File: src/rtl/iq_downconv_if.sv
// rtl/iq_downconv_if.sv - IF sample input and baseband result bundle for iq_downconv.
interface iq_downconv_if #(
    parameter int DATA_W = 5,
    parameter int OUT_W  = 5
);
    logic                     ADC_rdy;
    logic signed [DATA_W-1:0] I_IF;
    logic signed [DATA_W-1:0] Q_IF;
    logic                     sync_clr;
    logic                     lo_dir;
    logic signed [OUT_W-1:0]  I_BB;
    logic signed [OUT_W-1:0]  Q_BB;
    logic                     demod_rdy;
    logic                     ovf;

    modport master (
        output ADC_rdy, I_IF, Q_IF, sync_clr, lo_dir,
        input  I_BB, Q_BB, demod_rdy, ovf
    );

    modport slave (
        input  ADC_rdy, I_IF, Q_IF, sync_clr, lo_dir,
        output I_BB, Q_BB, demod_rdy, ovf
    );
endinterface

File: src/rtl/iq_downconv.sv
// rtl/iq_downconv.sv - fs/4 quadrature digital downconverter, two-stage pipeline.
// Define IQ_DOWNCONV_SAT_EN to saturate results (and report ovf) instead of wrapping.
module iq_downconv #(
    parameter int DATA_W = 5,
    parameter int OUT_W  = 5
) (
    input  logic          clk,
    input  logic          resetn,
    iq_downconv_if.slave  bus
);
    localparam int PW = DATA_W + 1;
    localparam int FW = DATA_W + 2;

    // LO coefficients are restricted to {+1, 0, -1}, encoded as 2-bit two's complement.
    typedef logic [1:0] coef_t;
    localparam coef_t C_POS  = 2'b01;
    localparam coef_t C_ZERO = 2'b00;
    localparam coef_t C_NEG  = 2'b11;

    function automatic logic signed [PW-1:0] mul_unit(
        input logic signed [DATA_W-1:0] x,
        input coef_t                    c
    );
        logic signed [PW-1:0] xe;
        xe = PW'(x);
        case (c)
            C_POS:   return xe;
            C_NEG:   return -xe;
            default: return '0;
        endcase
    endfunction

    logic [1:0] p;
    logic [1:0] lo_p;
    coef_t      cos_c;
    coef_t      sin_c;

    always_comb begin
        lo_p  = bus.sync_clr ? 2'd0 : p;
        cos_c = C_ZERO;
        sin_c = C_ZERO;
        case (lo_p)
            2'd0:    cos_c = C_POS;
            2'd1:    sin_c = C_POS;
            2'd2:    cos_c = C_NEG;
            default: sin_c = C_NEG;
        endcase
        if (bus.lo_dir) begin
            sin_c = -sin_c;
        end
    end

    // A restart without a sample parks the LO at phase 0 for the next sample.
    always_ff @(posedge clk or negedge resetn) begin
        if (!resetn) begin
            p <= 2'd0;
        end else if (bus.ADC_rdy) begin
            p <= lo_p + 2'd1;
        end else begin
            p <= lo_p;
        end
    end

    logic signed [PW-1:0] s1_ic;
    logic signed [PW-1:0] s1_qs;
    logic signed [PW-1:0] s1_qc;
    logic signed [PW-1:0] s1_is;
    logic                 s1_vld;

    always_ff @(posedge clk or negedge resetn) begin
        if (!resetn) begin
            s1_ic  <= '0;
            s1_qs  <= '0;
            s1_qc  <= '0;
            s1_is  <= '0;
            s1_vld <= 1'b0;
        end else begin
            s1_vld <= bus.ADC_rdy;
            if (bus.ADC_rdy) begin
                s1_ic <= mul_unit(bus.I_IF, cos_c);
                s1_qs <= mul_unit(bus.Q_IF, sin_c);
                s1_qc <= mul_unit(bus.Q_IF, cos_c);
                s1_is <= mul_unit(bus.I_IF, sin_c);
            end
        end
    end

    // Only one of cos/sin is nonzero per phase, so the negated sums cannot overflow FW bits.
    logic signed [FW-1:0] i_full;
    logic signed [FW-1:0] q_full;

    always_comb begin
        i_full = -(FW'(s1_ic) + FW'(s1_qs));
        q_full = -(FW'(s1_qc) - FW'(s1_is));
    end

    logic signed [OUT_W-1:0] i_red;
    logic signed [OUT_W-1:0] q_red;
    logic                    ovf_n;

`ifdef IQ_DOWNCONV_SAT_EN
    localparam int MAXV = (1 << (OUT_W - 1)) - 1;
    localparam logic signed [FW-1:0]    SAT_MAX   = FW'(MAXV);
    localparam logic signed [FW-1:0]    SAT_MIN   = FW'(-MAXV - 1);
    localparam logic signed [OUT_W-1:0] SAT_MAX_O = OUT_W'(MAXV);
    localparam logic signed [OUT_W-1:0] SAT_MIN_O = OUT_W'(-MAXV - 1);

    function automatic logic signed [OUT_W-1:0] clamp(input logic signed [FW-1:0] x);
        if (x > SAT_MAX) begin
            return SAT_MAX_O;
        end else if (x < SAT_MIN) begin
            return SAT_MIN_O;
        end else begin
            return OUT_W'(x);
        end
    endfunction

    function automatic logic clamped(input logic signed [FW-1:0] x);
        return (x > SAT_MAX) || (x < SAT_MIN);
    endfunction

    always_comb begin
        i_red = clamp(i_full);
        q_red = clamp(q_full);
        ovf_n = clamped(i_full) || clamped(q_full);
    end
`else
    always_comb begin
        i_red = OUT_W'(i_full);
        q_red = OUT_W'(q_full);
        ovf_n = 1'b0;
    end
`endif

    logic signed [OUT_W-1:0] i_bb_q;
    logic signed [OUT_W-1:0] q_bb_q;
    logic                    rdy_q;
    logic                    ovf_q;

    // Result registers only load on a valid stage-1 entry, so they hold across gaps.
    always_ff @(posedge clk or negedge resetn) begin
        if (!resetn) begin
            i_bb_q <= '0;
            q_bb_q <= '0;
            rdy_q  <= 1'b0;
            ovf_q  <= 1'b0;
        end else begin
            rdy_q <= s1_vld;
            if (s1_vld) begin
                i_bb_q <= i_red;
                q_bb_q <= q_red;
                ovf_q  <= ovf_n;
            end
        end
    end

    assign bus.I_BB      = i_bb_q;
    assign bus.Q_BB      = q_bb_q;
    assign bus.demod_rdy = rdy_q;
    assign bus.ovf       = ovf_q;
endmodule

File: src/flat_wrapper.sv
// flat-port wrapper written by rule: the top's interface ports become plain ports
module iq_downconv_flat 
#(
    parameter int DATA_W = 5,
    parameter int OUT_W  = 5
)
  (clk, resetn, bus_ADC_rdy, bus_I_IF, bus_Q_IF, bus_sync_clr, bus_lo_dir, bus_I_BB, bus_Q_BB, bus_demod_rdy, bus_ovf);
  iq_downconv_if #(.DATA_W(DATA_W), .OUT_W(OUT_W)) bus_i ();
  input  logic clk;
  input  logic resetn;
  input wire logic [$bits(bus_i.ADC_rdy)-1:0] bus_ADC_rdy;
  input wire logic [$bits(bus_i.I_IF)-1:0] bus_I_IF;
  input wire logic [$bits(bus_i.Q_IF)-1:0] bus_Q_IF;
  input wire logic [$bits(bus_i.sync_clr)-1:0] bus_sync_clr;
  input wire logic [$bits(bus_i.lo_dir)-1:0] bus_lo_dir;
  output wire logic [$bits(bus_i.I_BB)-1:0] bus_I_BB;
  output wire logic [$bits(bus_i.Q_BB)-1:0] bus_Q_BB;
  output wire logic [$bits(bus_i.demod_rdy)-1:0] bus_demod_rdy;
  output wire logic [$bits(bus_i.ovf)-1:0] bus_ovf;
  assign bus_i.ADC_rdy = bus_ADC_rdy;
  assign bus_i.I_IF = bus_I_IF;
  assign bus_i.Q_IF = bus_Q_IF;
  assign bus_i.sync_clr = bus_sync_clr;
  assign bus_i.lo_dir = bus_lo_dir;
  assign bus_I_BB = bus_i.I_BB;
  assign bus_Q_BB = bus_i.Q_BB;
  assign bus_demod_rdy = bus_i.demod_rdy;
  assign bus_ovf = bus_i.ovf;
  iq_downconv #(.DATA_W(DATA_W), .OUT_W(OUT_W)) u_core (.clk(clk), .resetn(resetn), .bus(bus_i));
endmodule
File: config.mk
export PLATFORM = sky130hd
export DESIGN_NAME = iq_downconv_flat
export DESIGN_NICKNAME = d
export VERILOG_FILES = /design/src/rtl/iq_downconv_if.sv /design/src/rtl/iq_downconv.sv /design/src/flat_wrapper.sv
export SDC_FILE = /design/constraint.sdc
export NUM_CORES = 1
export LEC_CHECK = 0
export ABC_AREA = 1
export CELL_PAD_IN_SITES_DETAIL_PLACEMENT = 0
export CELL_PAD_IN_SITES_GLOBAL_PLACEMENT = 1
export CORE_MARGIN = 1.5
export CORE_UTILIZATION = 44
export DETAILED_ROUTE_END_ITERATION = 6
export PLACE_DENSITY = 0.95
export SETUP_SLACK_MARGIN = 0.5
export SYNTH_ARGS = -nofsm -noshare
export SYNTH_HDL_FRONTEND = slang
export SYNTH_SLANG_ARGS = --single-unit
File: constraint.sdc
create_clock -name clk -period 3.6 [get_ports clk]
set_clock_uncertainty 0.05 [all_clocks]
set_input_delay 0.54 -clock clk [delete_from_list [all_inputs] [get_ports clk]]
set_output_delay 0.54 -clock clk [all_outputs]
set_load 0.005 [all_outputs]
-- After elaboration in Yosys (flattened, before gate mapping)
Cells that the tools add are included.
- output and inout bits: 12
- bits of input ports: 15
- logic and storage cells: 34
- register bits after elaboration: 34
- $add $sub $neg: 8
- equal/unequal tests: 6
- multiplexer cells: 9
- reduce and logical (&&, ||, !) cells: 2
- operators by type and width (operator ; count):
    $pmux 5 s2 ; 4
    $neg 5->5 ; 4
    $pmux 2 s2 ; 2
    $eq 2x1->1 const B ; 3
    $eq 2x2->1 const B ; 3
    $mux 2 ; 3
    $add 5x5->5 ; 1
    $sub 5x5->5 ; 1
    $add 2x1->2 const B ; 1
    $logic_not 2->1 ; 1
    $neg 2->2 ; 1
    $reduce_or 2->1 ; 1

-- Longest topological paths before layout
- depth in word-level cells: 8
- gate-level depth with buffers: 12
- mapped depth without buffers: 12

-- Worst setup path before layout
OpenSTA, ideal clock, no wires.
- kind: register -> register
- start point: reg u_core.s1_qs[1]
- end point: reg u_core.i_bb_q[3] (netlist: u_core.bus.I_BB[3])
- data arrival time: 1521 ps
- slack: 1946 ps
- period minus slack after synthesis: 1654 ps
- required time: 3467 ps
- setup time: 83 ps
- path buffers: 0
- cell stages (with the launch flop): 8
- path through: dfrtp_1 -> ha_1 -> inv_1 -> ha_1 -> inv_1 -> fa_1 -> xor2_1 -> o21ai_0
- longest elaborated chain between the ends: 2
- RTL lines (what ; line ; source):
    start, declared ; iq_downconv.sv:65 ; logic signed [PW-1:0] s1_qs;
    start signal, assigned ; iq_downconv.sv:81 ; s1_qs <= mul_unit(bus.Q_IF, sin_c);
    $add 5x5->5 ; iq_downconv.sv:93 ; i_full = -(FW'(s1_ic) + FW'(s1_qs));
    $neg 5->5 ; iq_downconv.sv:93 ;
    end signal, assigned ; iq_downconv.sv:150 ; i_bb_q <= i_red;
    end, declared ; iq_downconv.sv:135 ; logic signed [OUT_W-1:0] i_bb_q;
Every way passes these cells.
A chain may end at the register's enable or synchronous reset.

-- Final worst setup path
- start point: in bus_sync_clr
- end point: reg u_core.s1_qs[1]
- longest elaborated chain between the ends: 8
- elaborated cells on any way between the ends: 11
- those cells by class: 1 x add/sub; 4 x eq/ne; 4 x mux; 2 x reduce/logical
- RTL lines (what ; line ; source):
    start, declared ; flat_wrapper.sv:14 ; input wire logic [$bits(bus_i.sync_clr)-1:0] bus_sync_clr;
    $mux 2 * ; iq_downconv.sv:39 ; lo_p = bus.sync_clr ? 2'd0 : p;
    $eq 2x2->1 / $logic_not 2->1 (equally long branches) ; iq_downconv.sv:42 ; case (lo_p)
    $reduce_or 2->1 (no source line) ; - ;
    $pmux 2 s2 * ; iq_downconv.sv:42 ;
    $neg 2->2 ; iq_downconv.sv:49 ; sin_c = -sin_c;
    $mux 2 * ; iq_downconv.sv:48 ; if (bus.lo_dir) begin
    $eq 2x2->1 / $eq 2x1->1 (equally long branches) ; iq_downconv.sv:26 ; case (c)
    $pmux 5 s2 * ; iq_downconv.sv:26 ;
Every way passes the cells marked *; elsewhere a longest branch is shown, timed or not.

==> results.toml <==
[run_status]
outcome = "finished clean"

[pwr]
finalPower_uw = 1150
ir_worst_vdd_mv = 0.166
power_density_nw_per_um2 = 453
p_leak_uw = 0.00134

[global_route]
use_met3_pct = 3.89
grt_use_total_pct = 19.2
grt_pass1_wl_um = 7730
grt_max_degree = 35
antenna_found_initial = 0
grt.overflow.total = 0
use_met1_pct = 25.5
grt-busiest-layer = "met2"
grt_pass1_vias = 1716
met2_usage_pct = 30.8

[sta]
rsz0062_at_grt = "no"
finalHoldViolCount = 0
fmax_mhz = 493
max_slew_margin_pct = 57.5
finalSetupViolCount = 0
slew_violations = 0
whs_ns = 0.418
finalSetupTns_ns = 0
tightestPinTransition_ns = 0.635
period_share_pct = 56.3
period_minus_slack_ns = 2.03

[min_path]
hold_class = "reg -> reg"

[yosys]
ys_ff_latch = 34
ys_seq_area_share_pct = 40.0
synth.avg_cell_area_um2 = 7.60
synth-compound-area-share_pct = 7.17
synthAdderAreaFrac_pct = 11.9
synth.distinct_cells = 24
synthMuxAreaShare_pct = 0
yosys.area_share.simple_pct = 29.7
syn_inst = 280
synth_top_family_by_area = "simple AND/OR/NAND/NOR gates"
synth_xor_area_share_pct = 0.823
yosys_warnings = 0
synth_fp_nets = 314
synth_area_um2 = 2130

[die]
core_region_area_um2 = 4690
io-pin-count = 27
dieArea_um2 = 5260
rows = 25
start_util_pct = 45.4
die_h_um = 72.6
die_x_um = 72.6

[placed_design]
dp_cells = 354
portBuffers = 25
dp_hpwl_um = 3360
placed_cell_area_um2 = 2420
place_congestion = 0.833

[clock_network]
path_clk_slew_ns = 0.07
clk_latency_ns = 0.29
cts_setup_buffers = 0
cts_hold_buf = 0
clock-sinks = 34
clk_path_buf_depth = 2
cts_tree = "yes"
h-tree-depth = 2
clock-root-buffer = "clkbuf_8"
post_cts_resized = 0
cts_inserted_buffers = 5

[final_layout]
n_fill_cell = 449
drive_above_1_share_pct = 6.82
seq_area_um2 = 851
area_growth_pct = 18.8
fin_area_um2 = 2530
finalNetCount = 341
multiInputGateArea_um2 = 1060
stdcell_count = 362
antenna_cells = 0
final_common_cell = "nand2_1"
final_cell_mix = "96 x nand2_1, 43 x inv_1, 34 x dfrtp_1"

[routing]
avgRoutedWirePerCell_um = 12.6
routed_wl_um = 4560
first_pass_iters = 4
avgViaCountPerCell = 4.97
vias = 1798
drc = 0
ant_nets = 0
drt_iter0_drc = 82

[worst_setup_path]
worstSetupPathType = "in -> reg"
required_ns = 3.77
critPathCaptureType = "register"
path_max_fanout = 11
crit_arrival_ns = 2.20
cp-start-kind = "primary input"

[run]
cap_violations = 0
-- report_power, final --
group,switching [µW],internal (µW)
registers,32.1,440
clock network,141,207
logic,169,157
-- synthesized netlist by cell type --
cell type   n  area share, %
nand2_1    96             17
inv_1      43            7.6
dfrtp_1    34             40
nand3_1    29            6.8
ha_1       17             10
o21ai_0    15            3.5
nor2_1     11            1.9
a21oi_2     6            2.5
nand3b_1    5            1.8
buf_2       4           0.94
a21oi_1     2           0.47
buf_4       2           0.71
fa_1        2            1.9
inv_2       2           0.35
nand2_4     2            1.1
xor2_1      2           0.82
a22o_1      1           0.41
clkbuf_1    1           0.18
clkinv_1    1           0.18
conb_1      1           0.18
inv_4       1           0.29
nand2_2     1           0.29
nor2_8      1           0.94
o22ai_1     1           0.29
-- final timing paths --
check                                        start            endpoint  slack [ns]  depth (start not counted)
worst max-delay path                  bus_sync_clr     u_core.s1_qs[1]        1.57                         12
worst min-delay path            u_core.bus.I_BB[0]  u_core.bus.I_BB[0]        0.42                          2
worst max register to register     u_core.s1_qs[1]  u_core.bus.I_BB[3]        1.85                          7
worst min register to register  u_core.bus.I_BB[0]  u_core.bus.I_BB[0]        0.42                          2
max in group asynchronous                   resetn     u_core.s1_qs[1]        2.58                          2
min in group asynchronous                   resetn  u_core.bus.I_BB[4]        0.62                          2
-- worst max-delay path: stages --
cell             delay (ns)
clkdlybuf4s50_1        0.47
inv_2                  0.05
nand2_4                0.12
inv_4                  0.10
ha_1                   0.21
inv_1                  0.05
nand2_1                0.09
a21oi_1                0.28
nand2_1                0.08
nand2_1                0.07
nand2_1                0.05
nand2_1                0.08
-- registers in the layout (all words and copies together) (netlist names) --
register / cells
u_core.s1_qs: 5
u_core.s1_qc: 5
u_core.p: 2
u_core.s1_is: 5
u_core.s1_ic: 5
u_core.bus.Q_BB: 5
u_core.s1_vld: 1
u_core.bus.demod_rdy: 1
u_core.bus.I_BB: 5
-- routing by layer --
layer / vias up / part of all wire (%)
met5: - / 0
met4: 0 / 1.3
met3: 6 / 4.6
met2: 48 / 46
met1: 823 / 48
li1: 921 / -
-- layout make-up --
class,count,share of cell area (%)
flip-flops and latches,34,33.6
clock buffers,7,3.02
multi-input cells,192,41.9
clock inverters,1,1.19
well taps,54,2.67
repair buffers,27,10.5
inverters,47,7.08
-- metrics by stage --
| stage | setup slack, ns | utilization (%) |
|---|---|---|
| 2_1_floorplan | 1.95 | - |
| 3_3_place_gp | 1.32 | 51.6 |
| 3_5_place_dp | 1.27 | 51.6 |
| 4_1_cts | 1.57 | 53.9 |
| 5_1_grt | 1.42 | 53.9 |
| 6_report | 1.57 | 53.9 |
-- cells by family (layout without fill, tap and decap cells) --
family / after synthesis / after routing
flops: 34 / 34
xor+xnor: 2 / 2
fa+ha+maj: 19 / 19
simple gates: 145 / 145
compound gates: 25 / 25
other cells: 1 / 1
buf+inv: 54 / 82
(Power assumes the default switching activity.)
